File: src/rtl/rggen_indirect_bank_pkg.sv
// Shared types and register-map constants for the indirect register bank.
package rggen_indirect_bank_pkg;

  typedef enum logic [1:0] {
    IDLE  = 2'd0,
    FETCH = 2'd1,
    RESP  = 2'd2
  } rggen_indirect_bank_state_e;

  localparam int INDEX_OFFSET  = 0;
  localparam int DATA_OFFSET   = 1;
  localparam int STATUS_OFFSET = 2;

  localparam int STATUS_ERR_BIT      = 0;
  localparam int STATUS_AUTO_INC_BIT = 1;

  function automatic int auto_inc_bit(input int bus_width);
    return bus_width - 1;
  endfunction

  // A single-entry bank still needs a 1-bit index field.
  function automatic int index_width(input int depth);
    return (depth > 1) ? $clog2(depth) : 1;
  endfunction

endpackage

File: src/rtl/rggen_indirect_bank_if.sv
// Register-bus request/response bundle between a bus adapter and the bank.
interface rggen_indirect_bank_if #(
  parameter int ADDRESS_WIDTH = 7,
  parameter int BUS_WIDTH     = 32
);
  logic                     valid;
  logic [ADDRESS_WIDTH-1:0] address;
  logic                     write;
  logic [BUS_WIDTH-1:0]     write_data;
  logic [BUS_WIDTH-1:0]     write_mask;
  logic                     ready;
  logic [BUS_WIDTH-1:0]     read_data;
  logic                     error;

  modport master (
    output valid, address, write, write_data, write_mask,
    input  ready, read_data, error
  );

  modport slave (
    input  valid, address, write, write_data, write_mask,
    output ready, read_data, error
  );
endinterface

File: src/rtl/rggen_indirect_bank_storage.sv
// Entry array with a bit-masked write port, a registered bus read port and a
// registered hardware read port; out-of-range indices read as zero.
module rggen_indirect_bank_storage #(
  parameter int                    DATA_WIDTH    = 32,
  parameter int                    DEPTH         = 16,
  parameter int                    IW            = 4,
  parameter logic [DATA_WIDTH-1:0] INITIAL_VALUE = '0
) (
  input  logic                  clk,
  input  logic                  rst,
  input  logic                  write_en,
  input  logic [IW-1:0]         write_index,
  input  logic [DATA_WIDTH-1:0] write_data,
  input  logic [DATA_WIDTH-1:0] write_mask,
  input  logic                  read_en,
  input  logic [IW-1:0]         read_index,
  output logic [DATA_WIDTH-1:0] read_data,
  input  logic [IW-1:0]         hw_index,
  output logic [DATA_WIDTH-1:0] hw_data
);
  localparam logic [IW:0] DEPTH_LIMIT = (IW + 1)'(DEPTH);

  logic [DATA_WIDTH-1:0] entries [DEPTH];
  logic                  write_in_range;
  logic                  read_in_range;
  logic                  hw_in_range;

  assign write_in_range = ({1'b0, write_index} < DEPTH_LIMIT);
  assign read_in_range  = ({1'b0, read_index} < DEPTH_LIMIT);
  assign hw_in_range    = ({1'b0, hw_index} < DEPTH_LIMIT);

  always_ff @(posedge clk or posedge rst) begin
    if (rst) begin
      for (int i = 0; i < DEPTH; i++) begin
        entries[i] <= INITIAL_VALUE;
      end
    end else if (write_en && write_in_range) begin
      entries[write_index] <= (entries[write_index] & ~write_mask) | (write_data & write_mask);
    end
  end

  always_ff @(posedge clk or posedge rst) begin
    if (rst) begin
      read_data <= '0;
    end else if (read_en) begin
      read_data <= read_in_range ? entries[read_index] : '0;
    end
  end

  // Sees the pre-write contents when a bus write commits on the same edge.
  always_ff @(posedge clk or posedge rst) begin
    if (rst) begin
      hw_data <= INITIAL_VALUE;
    end else begin
      hw_data <= hw_in_range ? entries[hw_index] : '0;
    end
  end

endmodule

File: src/rtl/rggen_indirect_bank.sv
// Indirect register bank: INDEX/DATA/STATUS window onto a DEPTH-entry array,
// with optional index auto-increment and a sticky range-error flag.
module rggen_indirect_bank
  import rggen_indirect_bank_pkg::*;
#(
  parameter int                       ADDRESS_WIDTH     = 7,
  parameter int                       BUS_WIDTH         = 32,
  parameter int                       DATA_WIDTH        = 32,
  parameter int                       DEPTH             = 16,
  parameter logic [ADDRESS_WIDTH-1:0] BASE_ADDRESS      = '0,
  parameter logic [DATA_WIDTH-1:0]    INITIAL_VALUE     = '0,
  parameter bit                       ERROR_STATUS      = 1'b0,
  parameter logic [BUS_WIDTH-1:0]     DEFAULT_READ_DATA = '0,
  localparam int                      IW                = index_width(DEPTH)
) (
  input  logic                   i_clk,
  input  logic                   i_rst,
  rggen_indirect_bank_if.slave   bus,
  input  logic [IW-1:0]          i_hw_index,
  output logic [DATA_WIDTH-1:0]  o_hw_data
);
  localparam int              BYTES        = BUS_WIDTH / 8;
  localparam int              AUTO_INC_BIT = auto_inc_bit(BUS_WIDTH);
  localparam logic [IW:0]     DEPTH_LIMIT  = (IW + 1)'(DEPTH);
  localparam logic [IW-1:0]   LAST_INDEX   = IW'(DEPTH - 1);

  rggen_indirect_bank_state_e state, next_state;

  logic [IW-1:0]            index_r, index_next;
  logic                     auto_inc_r, auto_inc_next;
  logic                     err_r, err_next;
  logic                     oor_r;
  logic                     ready_r;
  logic                     error_r;
  logic [BUS_WIDTH-1:0]     read_data_r;

  logic [ADDRESS_WIDTH-1:0] offset;
  logic                     hit_index, hit_data, hit_status;
  logic                     accept;
  logic                     index_oor;
  logic                     data_access, data_write, index_write, status_clear;
  logic [BUS_WIDTH-1:0]     resp_data;
  logic                     resp_error;
  logic [DATA_WIDTH-1:0]    storage_read_data;

  assign offset     = bus.address - BASE_ADDRESS;
  assign hit_index  = (offset == ADDRESS_WIDTH'(INDEX_OFFSET * BYTES));
  assign hit_data   = (offset == ADDRESS_WIDTH'(DATA_OFFSET * BYTES));
  assign hit_status = (offset == ADDRESS_WIDTH'(STATUS_OFFSET * BYTES));
  assign index_oor  = ({1'b0, index_r} >= DEPTH_LIMIT);

  assign data_access  = accept && hit_data;
  assign data_write   = data_access && bus.write && !index_oor;
  assign index_write  = accept && hit_index && bus.write;
  assign status_clear = accept && hit_status && bus.write
                        && bus.write_mask[STATUS_ERR_BIT] && bus.write_data[STATUS_ERR_BIT];

  always_comb begin
    next_state = state;
    accept     = 1'b0;
    case (state)
      IDLE: begin
        if (bus.valid) begin
          accept     = 1'b1;
          next_state = (hit_data && !bus.write) ? FETCH : RESP;
        end else begin
          next_state = IDLE;
        end
      end
      FETCH:   next_state = RESP;
      RESP:    next_state = IDLE;
      default: next_state = IDLE;
    endcase
  end

  // INDEX write wins over auto-increment; a bad index always restarts at 0.
  always_comb begin
    index_next    = index_r;
    auto_inc_next = auto_inc_r;
    if (index_write) begin
      index_next    = (index_r & ~bus.write_mask[IW-1:0])
                    | (bus.write_data[IW-1:0] & bus.write_mask[IW-1:0]);
      auto_inc_next = bus.write_mask[AUTO_INC_BIT] ? bus.write_data[AUTO_INC_BIT] : auto_inc_r;
    end else if (data_access && auto_inc_r) begin
      index_next = (index_oor || (index_r == LAST_INDEX)) ? '0 : index_r + IW'(1);
    end else begin
      index_next = index_r;
    end
  end

  always_comb begin
    err_next = err_r;
    if (data_access && index_oor) begin
      err_next = 1'b1;
    end else if (status_clear) begin
      err_next = 1'b0;
    end else begin
      err_next = err_r;
    end
  end

  always_comb begin
    resp_data  = '0;
    resp_error = 1'b0;
    if (hit_index) begin
      if (!bus.write) begin
        resp_data[IW-1:0]         = index_r;
        resp_data[AUTO_INC_BIT]   = auto_inc_r;
      end else begin
        resp_data = '0;
      end
    end else if (hit_status) begin
      if (!bus.write) begin
        resp_data[STATUS_ERR_BIT]      = err_r;
        resp_data[STATUS_AUTO_INC_BIT] = auto_inc_r;
      end else begin
        resp_data = '0;
      end
    end else if (hit_data) begin
      resp_error = index_oor & ERROR_STATUS;
    end else begin
      resp_data  = bus.write ? '0 : DEFAULT_READ_DATA;
      resp_error = ERROR_STATUS;
    end
  end

  always_ff @(posedge i_clk or posedge i_rst) begin
    if (i_rst) begin
      state       <= IDLE;
      index_r     <= '0;
      auto_inc_r  <= 1'b0;
      err_r       <= 1'b0;
      oor_r       <= 1'b0;
      ready_r     <= 1'b0;
      read_data_r <= '0;
      error_r     <= 1'b0;
    end else begin
      state      <= next_state;
      index_r    <= index_next;
      auto_inc_r <= auto_inc_next;
      err_r      <= err_next;
      ready_r    <= (next_state == RESP);
      if (accept) begin
        oor_r <= index_oor;
      end
      case (state)
        IDLE: begin
          if (accept && (next_state == RESP)) begin
            read_data_r <= resp_data;
            error_r     <= resp_error;
          end else begin
            read_data_r <= '0;
            error_r     <= 1'b0;
          end
        end
        FETCH: begin
          read_data_r <= oor_r ? DEFAULT_READ_DATA : BUS_WIDTH'(storage_read_data);
          error_r     <= oor_r & ERROR_STATUS;
        end
        default: begin
          read_data_r <= '0;
          error_r     <= 1'b0;
        end
      endcase
    end
  end

  rggen_indirect_bank_storage #(
    .DATA_WIDTH    (DATA_WIDTH),
    .DEPTH         (DEPTH),
    .IW            (IW),
    .INITIAL_VALUE (INITIAL_VALUE)
  ) u_storage (
    .clk         (i_clk),
    .rst         (i_rst),
    .write_en    (data_write),
    .write_index (index_r),
    .write_data  (bus.write_data[DATA_WIDTH-1:0]),
    .write_mask  (bus.write_mask[DATA_WIDTH-1:0]),
    .read_en     (data_access && !bus.write),
    .read_index  (index_r),
    .read_data   (storage_read_data),
    .hw_index    (i_hw_index),
    .hw_data     (o_hw_data)
  );

  assign bus.ready     = ready_r;
  assign bus.read_data = read_data_r;
  assign bus.error     = error_r;

endmodule

File: src/flat_wrapper.sv
// flat-port wrapper written by rule: the top's interface ports become plain ports
module rggen_indirect_bank_flat import rggen_indirect_bank_pkg::*;
#(
  parameter int                       ADDRESS_WIDTH     = 7,
  parameter int                       BUS_WIDTH         = 32,
  parameter int                       DATA_WIDTH        = 32,
  parameter int                       DEPTH             = 16,
  parameter logic [ADDRESS_WIDTH-1:0] BASE_ADDRESS      = '0,
  parameter logic [DATA_WIDTH-1:0]    INITIAL_VALUE     = '0,
  parameter bit                       ERROR_STATUS      = 1'b0,
  parameter logic [BUS_WIDTH-1:0]     DEFAULT_READ_DATA = '0,
  localparam int                      IW                = index_width(DEPTH)
)
  (i_clk, i_rst, i_hw_index, o_hw_data, bus_valid, bus_address, bus_write, bus_write_data, bus_write_mask, bus_ready, bus_read_data, bus_error);
  rggen_indirect_bank_if #(.ADDRESS_WIDTH(ADDRESS_WIDTH), .BUS_WIDTH(BUS_WIDTH)) bus_i ();
  input  logic i_clk;
  input  logic i_rst;
  input  logic [IW-1:0] i_hw_index;
  output logic [DATA_WIDTH-1:0] o_hw_data;
  input wire logic [$bits(bus_i.valid)-1:0] bus_valid;
  input wire logic [$bits(bus_i.address)-1:0] bus_address;
  input wire logic [$bits(bus_i.write)-1:0] bus_write;
  input wire logic [$bits(bus_i.write_data)-1:0] bus_write_data;
  input wire logic [$bits(bus_i.write_mask)-1:0] bus_write_mask;
  output wire logic [$bits(bus_i.ready)-1:0] bus_ready;
  output wire logic [$bits(bus_i.read_data)-1:0] bus_read_data;
  output wire logic [$bits(bus_i.error)-1:0] bus_error;
  assign bus_i.valid = bus_valid;
  assign bus_i.address = bus_address;
  assign bus_i.write = bus_write;
  assign bus_i.write_data = bus_write_data;
  assign bus_i.write_mask = bus_write_mask;
  assign bus_ready = bus_i.ready;
  assign bus_read_data = bus_i.read_data;
  assign bus_error = bus_i.error;
  rggen_indirect_bank #(.ADDRESS_WIDTH(ADDRESS_WIDTH), .BUS_WIDTH(BUS_WIDTH), .DATA_WIDTH(DATA_WIDTH), .DEPTH(DEPTH), .BASE_ADDRESS(BASE_ADDRESS), .INITIAL_VALUE(INITIAL_VALUE), .ERROR_STATUS(ERROR_STATUS), .DEFAULT_READ_DATA(DEFAULT_READ_DATA)) u_core (.i_clk(i_clk), .i_rst(i_rst), .bus(bus_i), .i_hw_index(i_hw_index), .o_hw_data(o_hw_data));
endmodule
File: config.mk
export PLATFORM = sky130hd
export DESIGN_NAME = rggen_indirect_bank_flat
export DESIGN_NICKNAME = d
export VERILOG_FILES = /design/src/rtl/rggen_indirect_bank_pkg.sv /design/src/rtl/rggen_indirect_bank_if.sv /design/src/rtl/rggen_indirect_bank_storage.sv /design/src/rtl/rggen_indirect_bank.sv /design/src/flat_wrapper.sv
export SDC_FILE = /design/constraint.sdc
export NUM_CORES = 1
export LEC_CHECK = 0
export ABC_AREA = 0
export ABC_CLOCK_PERIOD_IN_PS = 17600
export BUFFER_PORTS_ARGS = -buffer_cell sky130_fd_sc_hd__buf_2
export CAP_MARGIN = 40
export CORE_MARGIN = 5
export CORE_UTILIZATION = 40
export CTS_CLUSTER_DIAMETER = 50
export DETAILED_ROUTE_END_ITERATION = 16
export MAX_ROUTING_LAYER = met4
export PLACE_DENSITY = 0.57
export SYNTH_ARGS = -nofsm -noshare
export SYNTH_HDL_FRONTEND = slang
export SYNTH_HIERARCHICAL = 1
export SYNTH_SLANG_ARGS = --single-unit
File: constraint.sdc
create_clock -name i_clk -period 17.6 [get_ports i_clk]
set_input_delay 0.88 -clock i_clk [delete_from_list [all_inputs] [get_ports i_clk]]
set_output_delay 0.88 -clock i_clk [all_outputs]
set_load 0.01 [all_outputs]
==> impl_metrics.py, run 1 <==
metrics = {
    "power": {
        "p_leak_nw": 16.98,
        "ir_drop_mv": 0.05362,
        "design_power_total_w": 0.003495,
        "pwr_density_cell_nw_per_um2": 82.40,
    },
    "cts": {
        "post-cts-setup-buffers": 0,
        "cts_tree": "built",
        "postCtsHoldBufs": 0,
        "path_clk_slew_ns": 0.06,
        "cts_resized": 0,
        "worstSkewPairLatency_ns": 0.65,
        "htree_levels": 3,
        "clock_sinks": 616,
        "cts_buffers": 83,
        "cts_root_buf": "clkbuf_16",
        "cts_buffer_depth": 3,
    },
    "hold_path": {
        "hold_path.class": "in2async",
    },
    "detailed_routing": {
        "viasPerCell": 6.647,
        "drt-met1-wl_um": 50700,
        "num_vias": 28696,
        "drc": 0,
        "drt_iter0_markers": 3001,
        "dr.pass1.iters": 5,
        "wl_met3_um": 11680,
        "met2RoutedLength_um": 58200,
        "ant_nets": 0,
        "post_drt_wl_per_cell_um": 29.34,
        "wirelength_um": 126700,
        "top_layer_used": "met4",
    },
    "synth": {
        "syn-cell-area_sq_um": 37690,
        "synth-seq-cells": 616,
        "synth_area_per_cell_sq_um": 12.54,
        "syn_inst": 3005,
        "synth-edff-count": 0,
        "synth_flop_cell": "dfrtp_1",
        "ys_seq_area_share_pct": 40.90,
        "synthArstFlopShare_pct": 100.0,
        "yosysWarnings": 6,
        "ys_types": 58,
        "synth_nets": 3085,
    },
    "timing": {
        "fin_worst_skew_ns": 0.03003,
        "rsz0062_at_grt": "false",
        "worst_slew_pin_slew_ns": 0.9779,
        "slew_violations": 0,
        "finalSetupViolCount": 0,
        "finalCriticalPeriod_ns": 4.410,
        "slew_headroom_pct": 34.80,
        "hold_viol": 0,
        "clock.fmax_mhz": 226.8,
        "fin_setup_tns_ns": 0,
        "layout_setup_ws_ns": 13.19,
        "final.period_utilization_pct": 25.06,
    },
    "setup_path": {
        "endpoint_kind": "register",
        "worstPathRequired_ns": 18.09,
        "r2r_cells": 9,
        "cp.arrival_ns": 4.90,
        "reg2reg_to": "u_core/u_storage/entries[310]",
        "path_class": "reg2reg",
        "worstSetupStartpointType": "register",
        "cp_max_fo": 50,
        "reg2reg_slack_ns": 13.19,
    },
    "place": {
        "globalplace.congestion": 0.8681,
        "dp_slack_ns": 12.84,
        "port-buffer-count": 143,
        "dp_hpwl_um": 77270,
    },
    "run": {
        "drv_cap": 0,
    },
    "floorplanning": {
        "die_y_um": 317.0,
        "die_area_sq_um": 100500,
        "start_util_pct": 40.32,
        "rows": 112,
        "core-area_sq_um": 93470,
        "ios": 145,
        "die_x_um": 317.0,
    },
    "grt": {
        "grt_pass1_wl_um": 192000,
        "grt_pass1_vias": 29483,
        "antenna_found_initial": 7,
        "overflow": 0,
        "grt_usage_pct": 25.68,
        "grt_max_degree": 118,
    },
    "status": {
        "outcome": "completed",
    },
    "finish": {
        "drive_gt1_share_pct": 26.42,
        "final_util_pct": 45.38,
        "syn_to_final_growth_pct": 12.54,
        "final_nets": 3067,
        "fill_cells": 8352,
    },
}
worst max-delay path by stage:
stage	startpoint	endpoint	slack [ns]	cells after the start
after global routing	register	u_core/u_storage/entries[118]	12.93	9
final	register	u_core/u_storage/entries[310]	13.19	9
after CTS	register	u_core/u_storage/entries[118]	13.19	9
after global placement	bus_address[0]	u_core/u_storage/entries[307]	12.67	10
after detailed placement	bus_address[0]	u_core/u_storage/entries[273]	12.84	10
after floorplan	i_rst	u_core/u_storage/entries[0]	0.61	1
worst max-delay path: stages (launching register included):
cell and delay [ns]:
dfrtp_4 0.81, buf_4 0.70, buf_4 0.60, buf_12 0.30, buf_4 0.22, buf_16 0.28
mux4_2 0.57, a2bb2oi_1 0.15, nand3_1 0.30, a31oi_1 0.14
cells in the final DEF, fill, tap and decap left out, types with 42 or more instances in the layout:
cell type / Yosys / routed
a21oi_1: 109 / 109
a31oi_1: 446 / 446
buf_2: 98 / 140
buf_4: 53 / 86
clkbuf_16: 0 / 84
dfrtp_1: 616 / 612
mux2_2: 42 / 42
mux2i_1: 695 / 695
mux4_2: 320 / 320
nor2_1: 111 / 111
o22ai_1: 96 / 96
synthesized netlist by cell type (8+ instances only):
| cell type | n | area, sq um |
|---|---|---|
| nor2_4 | 9 | 101.4 |
| a2bb2oi_1 | 11 | 96.34 |
| a221oi_1 | 23 | 201.4 |
| a21oi_1 | 109 | 545.5 |
| o21ai_2 | 10 | 87.58 |
| o21ai_1 | 12 | 60.06 |
| nand2_1 | 15 | 56.30 |
| mux4_2 | 320 | 7207 |
| dfrtp_1 | 616 | 15410 |
| and2_1 | 31 | 193.9 |
| mux2_2 | 42 | 473.0 |
| nor2_1 | 111 | 416.7 |
| o22ai_1 | 96 | 600.6 |
| a31oi_1 | 446 | 2790 |
| buf_4 | 53 | 397.9 |
| nand2b_1 | 36 | 225.2 |
| buf_1 | 8 | 30.03 |
| buf_2 | 98 | 490.5 |
| mux2i_1 | 695 | 6957 |
| nand3_1 | 15 | 75.07 |
| clkbuf_1 | 173 | 649.4 |
| buf_6 | 13 | 146.4 |
final cells by class:
cell class	instances	area [sq um]	share of cell area, %
Multi-Input combinational cell	2033	20590	48.54
Clock buffer	102	2310	5.445
Clock inverter	51	639.4	1.507
Antenna cell	8	20.02	0.04719
Sequential cell	616	15430	36.38
Timing Repair Buffer	247	1831	4.315
Inverter	6	30.03	0.07079
Tap cell	1254	1569	3.699
power by group:
group / switching, W / total (W) / leakage, nW / internal (W)
sequential: 0.0000160 / 0.00144 / 8.58 / 0.00143
combinational: 0.000166 / 0.000251 / 6.95 / 0.0000850
clock: 0.000695 / 0.00180 / 1.44 / 0.00111
total: 0.000878 / 0.00350 / 17.0 / 0.00262
state kept, by name, summed over array words and instances, names as in the netlist, named ones only:
name,count
u_core/bus.ready,1
u_core/u_storage/read_data,32
u_core/auto_inc_r,1
u_core/state,2
u_core/u_storage/entries,512
u_core/u_storage/hw_data,32
u_core/bus.read_data,32
metrics by stage:
stage,area (sq um),std cells,hold slack [ns]
6_report,42420,4317,0.3792
5_1_grt,42410,4314,0.4299
4_1_cts,42400,4309,0.3803
3_5_place_dp,39450,4156,0.4822
3_3_place_gp,38790,4107,0.4890
2_1_floorplan,37690,3005,0.4442
routing by layer:
layer	GRT usage, %	vias up
met4	11.12	0
met5	-	-
met1	33.27	14722
met2	39.08	1606
met3	5.885	372
li1	-	11996
cell families after synthesis:
family,synth area share [%]
flip-flops,40.90
multiplexers,38.86
AO/OA/AOI/OAI,11.91
buffers and inverters,4.701
other,0.009949
AND/OR/NAND/NOR,3.582
adder cells (fa/ha/maj),0.03319
Power figures use the tool's default switching activity.
==> run 2, diff against run 1 <==
--- a/config.mk
+++ b/config.mk
@@ -6,7 +6,7 @@
 export NUM_CORES = 1
 export LEC_CHECK = 0
 export ABC_AREA = 0
-export ABC_CLOCK_PERIOD_IN_PS = 17600
+export ABC_CLOCK_PERIOD_IN_PS = 3700
 export BUFFER_PORTS_ARGS = -buffer_cell sky130_fd_sc_hd__buf_2
 export CAP_MARGIN = 40
 export CORE_MARGIN = 5
==> constraint.sdc (replaced) <==
create_clock -name i_clk -period 3.7 [get_ports i_clk]
set_input_delay 0.185 -clock i_clk [delete_from_list [all_inputs] [get_ports i_clk]]
set_output_delay 0.185 -clock i_clk [all_outputs]
set_load 0.01 [all_outputs]
==> run 2 against run 1 <==
Net effect:
- final area increased by 2.6%
- first-iteration DRC count is 5.4% higher
- critical path type unchanged
- highest routed layer unchanged
- sequential cell count did not move
- clock skew fell by 0.0094 ns
- worst hold slack got worse by 0.35 ns
==> impl_metrics.py, run 2 (synthesis gave the netlist of run 1 again) <==
metrics = {
    "detailed_routing": {
        "drt_iter0_markers": 3162,
        "viasPerCell": 6.596,
        "wirelength_um": 129400,
        "dr.pass1.iters": 6,
        "ant_nets": 0,
        "num_vias": 29024,
        "drc": 0,
        "post_drt_wl_per_cell_um": 29.42,
    },
    "finish": {
        "final_common_cell": "mux2i_1",
        "final_nets": 3154,
        "largest_register_ff_count": 512,
        "final_util_pct": 46.58,
        "multi_input_comb_area_sq_um": 20580,
        "drive_gt1_share_pct": 27.20,
        "syn_to_final_growth_pct": 15.51,
        "layout_common_cells": "mux2i_1, dfrtp_1, a31oi_1, mux4_2, buf_2",
        "seq_area_sq_um": 15430,
        "fill_cells": 8345,
        "regMostFlops": "u_core/u_storage/entries",
    },
    "setup_path": {
        "path_class": "reg2reg",
        "endpoint_kind": "register",
        "cp.arrival_ns": 3.82,
        "worstSetupStartpointType": "register",
        "worstPathRequired_ns": 4.18,
        "cp_max_fo": 36,
    },
    "grt": {
        "grt_usage_pct": 26.31,
        "grt_pass1_vias": 30017,
        "grt_max_degree": 92,
        "grt_pass1_wl_um": 197100,
        "antenna_found_initial": 3,
        "overflow": 0,
    },
    "timing": {
        "slew_violations": 0,
        "clock.fmax_mhz": 299.0,
        "fin_worst_skew_ns": 0.02065,
        "hold_viol": 0,
        "worst_slew_pin_slew_ns": 0.8836,
        "finalCriticalPeriod_ns": 3.345,
        "slew_headroom_pct": 41.09,
        "layout_setup_ws_ns": 0.3555,
        "final.period_utilization_pct": 90.39,
        "finalSetupViolCount": 0,
        "rsz0062_at_grt": "false",
    },
    "floorplanning": {
        "ios": 145,
        "start_util_pct": 40.32,
        "die_x_um": 317.0,
        "die_area_sq_um": 100500,
        "rows": 112,
        "core-area_sq_um": 93470,
        "die_y_um": 317.0,
    },
    "place": {
        "dp_hpwl_um": 79910,
        "dp_slack_ns": 0.2112,
        "globalplace.congestion": 0.8870,
        "port-buffer-count": 143,
    },
    "cts": {
        "path_clk_slew_ns": 0.06,
        "cts_root_buf": "clkbuf_16",
        "worstSkewPairLatency_ns": 0.63,
        "cts_buffers": 87,
        "htree_levels": 3,
        "cts_tree": "built",
        "clock_sinks": 616,
        "cts_buffer_depth": 3,
        "post-cts-setup-buffers": 0,
    },
    "power": {
        "ir_drop_mv": 0.2596,
        "pwr_density_cell_nw_per_um2": 383.7,
        "design_power_total_w": 0.01671,
        "p_leak_nw": 17.45,
    },
    "run": {
        "drv_cap": 0,
    },
    "status": {
        "outcome": "completed",
    },
    "hold_path": {
        "hold_path.class": "in2reg",
    },
}
run 2: final cells by class:
cell class | instances | area share, %
antenna | 3 | 0.01724
clock buffer | 107 | 5.475
clock inverter | 51 | 1.345
inverter | 6 | 0.06035
multi-input combinational | 2033 | 47.27
sequential | 616 | 35.44
tap | 1254 | 3.604
timing repair buffer | 330 | 6.783
run 2: worst max-delay path, stage by stage, from the launching register on:
cell and delay [ns]:
dfrtp_1 0.40, nor4b_1 0.52, nand2_1 0.32, nor3_2 0.39, buf_4 0.23, nor3b_1 0.23, nor3b_2 0.41, buf_12 0.34
mux2i_1 0.25, a31oi_1 0.07
run 2: per-layer routing:
metal | routed length, um | vias to the layer above | GRT usage [%]
li1 | - | 12147 | -
met1 | 52490 | 14929 | 34.96
met2 | 60050 | 1611 | 40.60
met3 | 11190 | 337 | 4.744
met4 | 5708 | 0 | 10.13
met5 | 0 | - | -
run 2: per-stage QoR:
stage | hold WS [ns] | area [sq um] | std cells | TNS, ns
floorplan | 0.2585 | 37690 | 3005 | -2495.54
global placement | 0.3659 | 39930 | 4175 | 0
detailed placement | 0.1748 | 40180 | 4202 | 0
CTS | 0.006199 | 43520 | 4397 | 0
global route | 0.04255 | 43530 | 4399 | 0
finish | 0.03182 | 43540 | 4400 | 0
run 2: power breakdown:
part	leakage, nW	switching, W	internal (W)	total (W)
logic	7.43	0.000811	0.000461	0.00127
registers	8.58	0.0000793	0.00679	0.00687
clock network	1.45	0.00336	0.00520	0.00857
total	17.5	0.00425	0.0125	0.0167
run 2: final timing paths:
check / end / cells after the start / slack (ns) / start
max: u_core/u_storage/entries[502] / 9 / 0.36 / u_core/state[0]
min: u_core/u_storage/entries[285] / 3 / 0.03 / bus_write_mask[29]
max reg2reg: u_core/u_storage/entries[502] / 9 / 0.36 / u_core/state[0]
min reg2reg: u_core/bus.read_data[17] / 1 / 0.49 / u_core/u_storage/read_data[17]
max in group asynchronous: u_core/u_storage/entries[0] / 5 / 2.56 / i_rst
min in group asynchronous: u_core/u_storage/entries[24] / 3 / 0.09 / i_rst
run 2: repair_timing:
item	CTS	global route
endpoints found under the setup margin	0	28
hold buffers	37	0
endpoints found under the hold margin	199	0
resized for setup	0	1
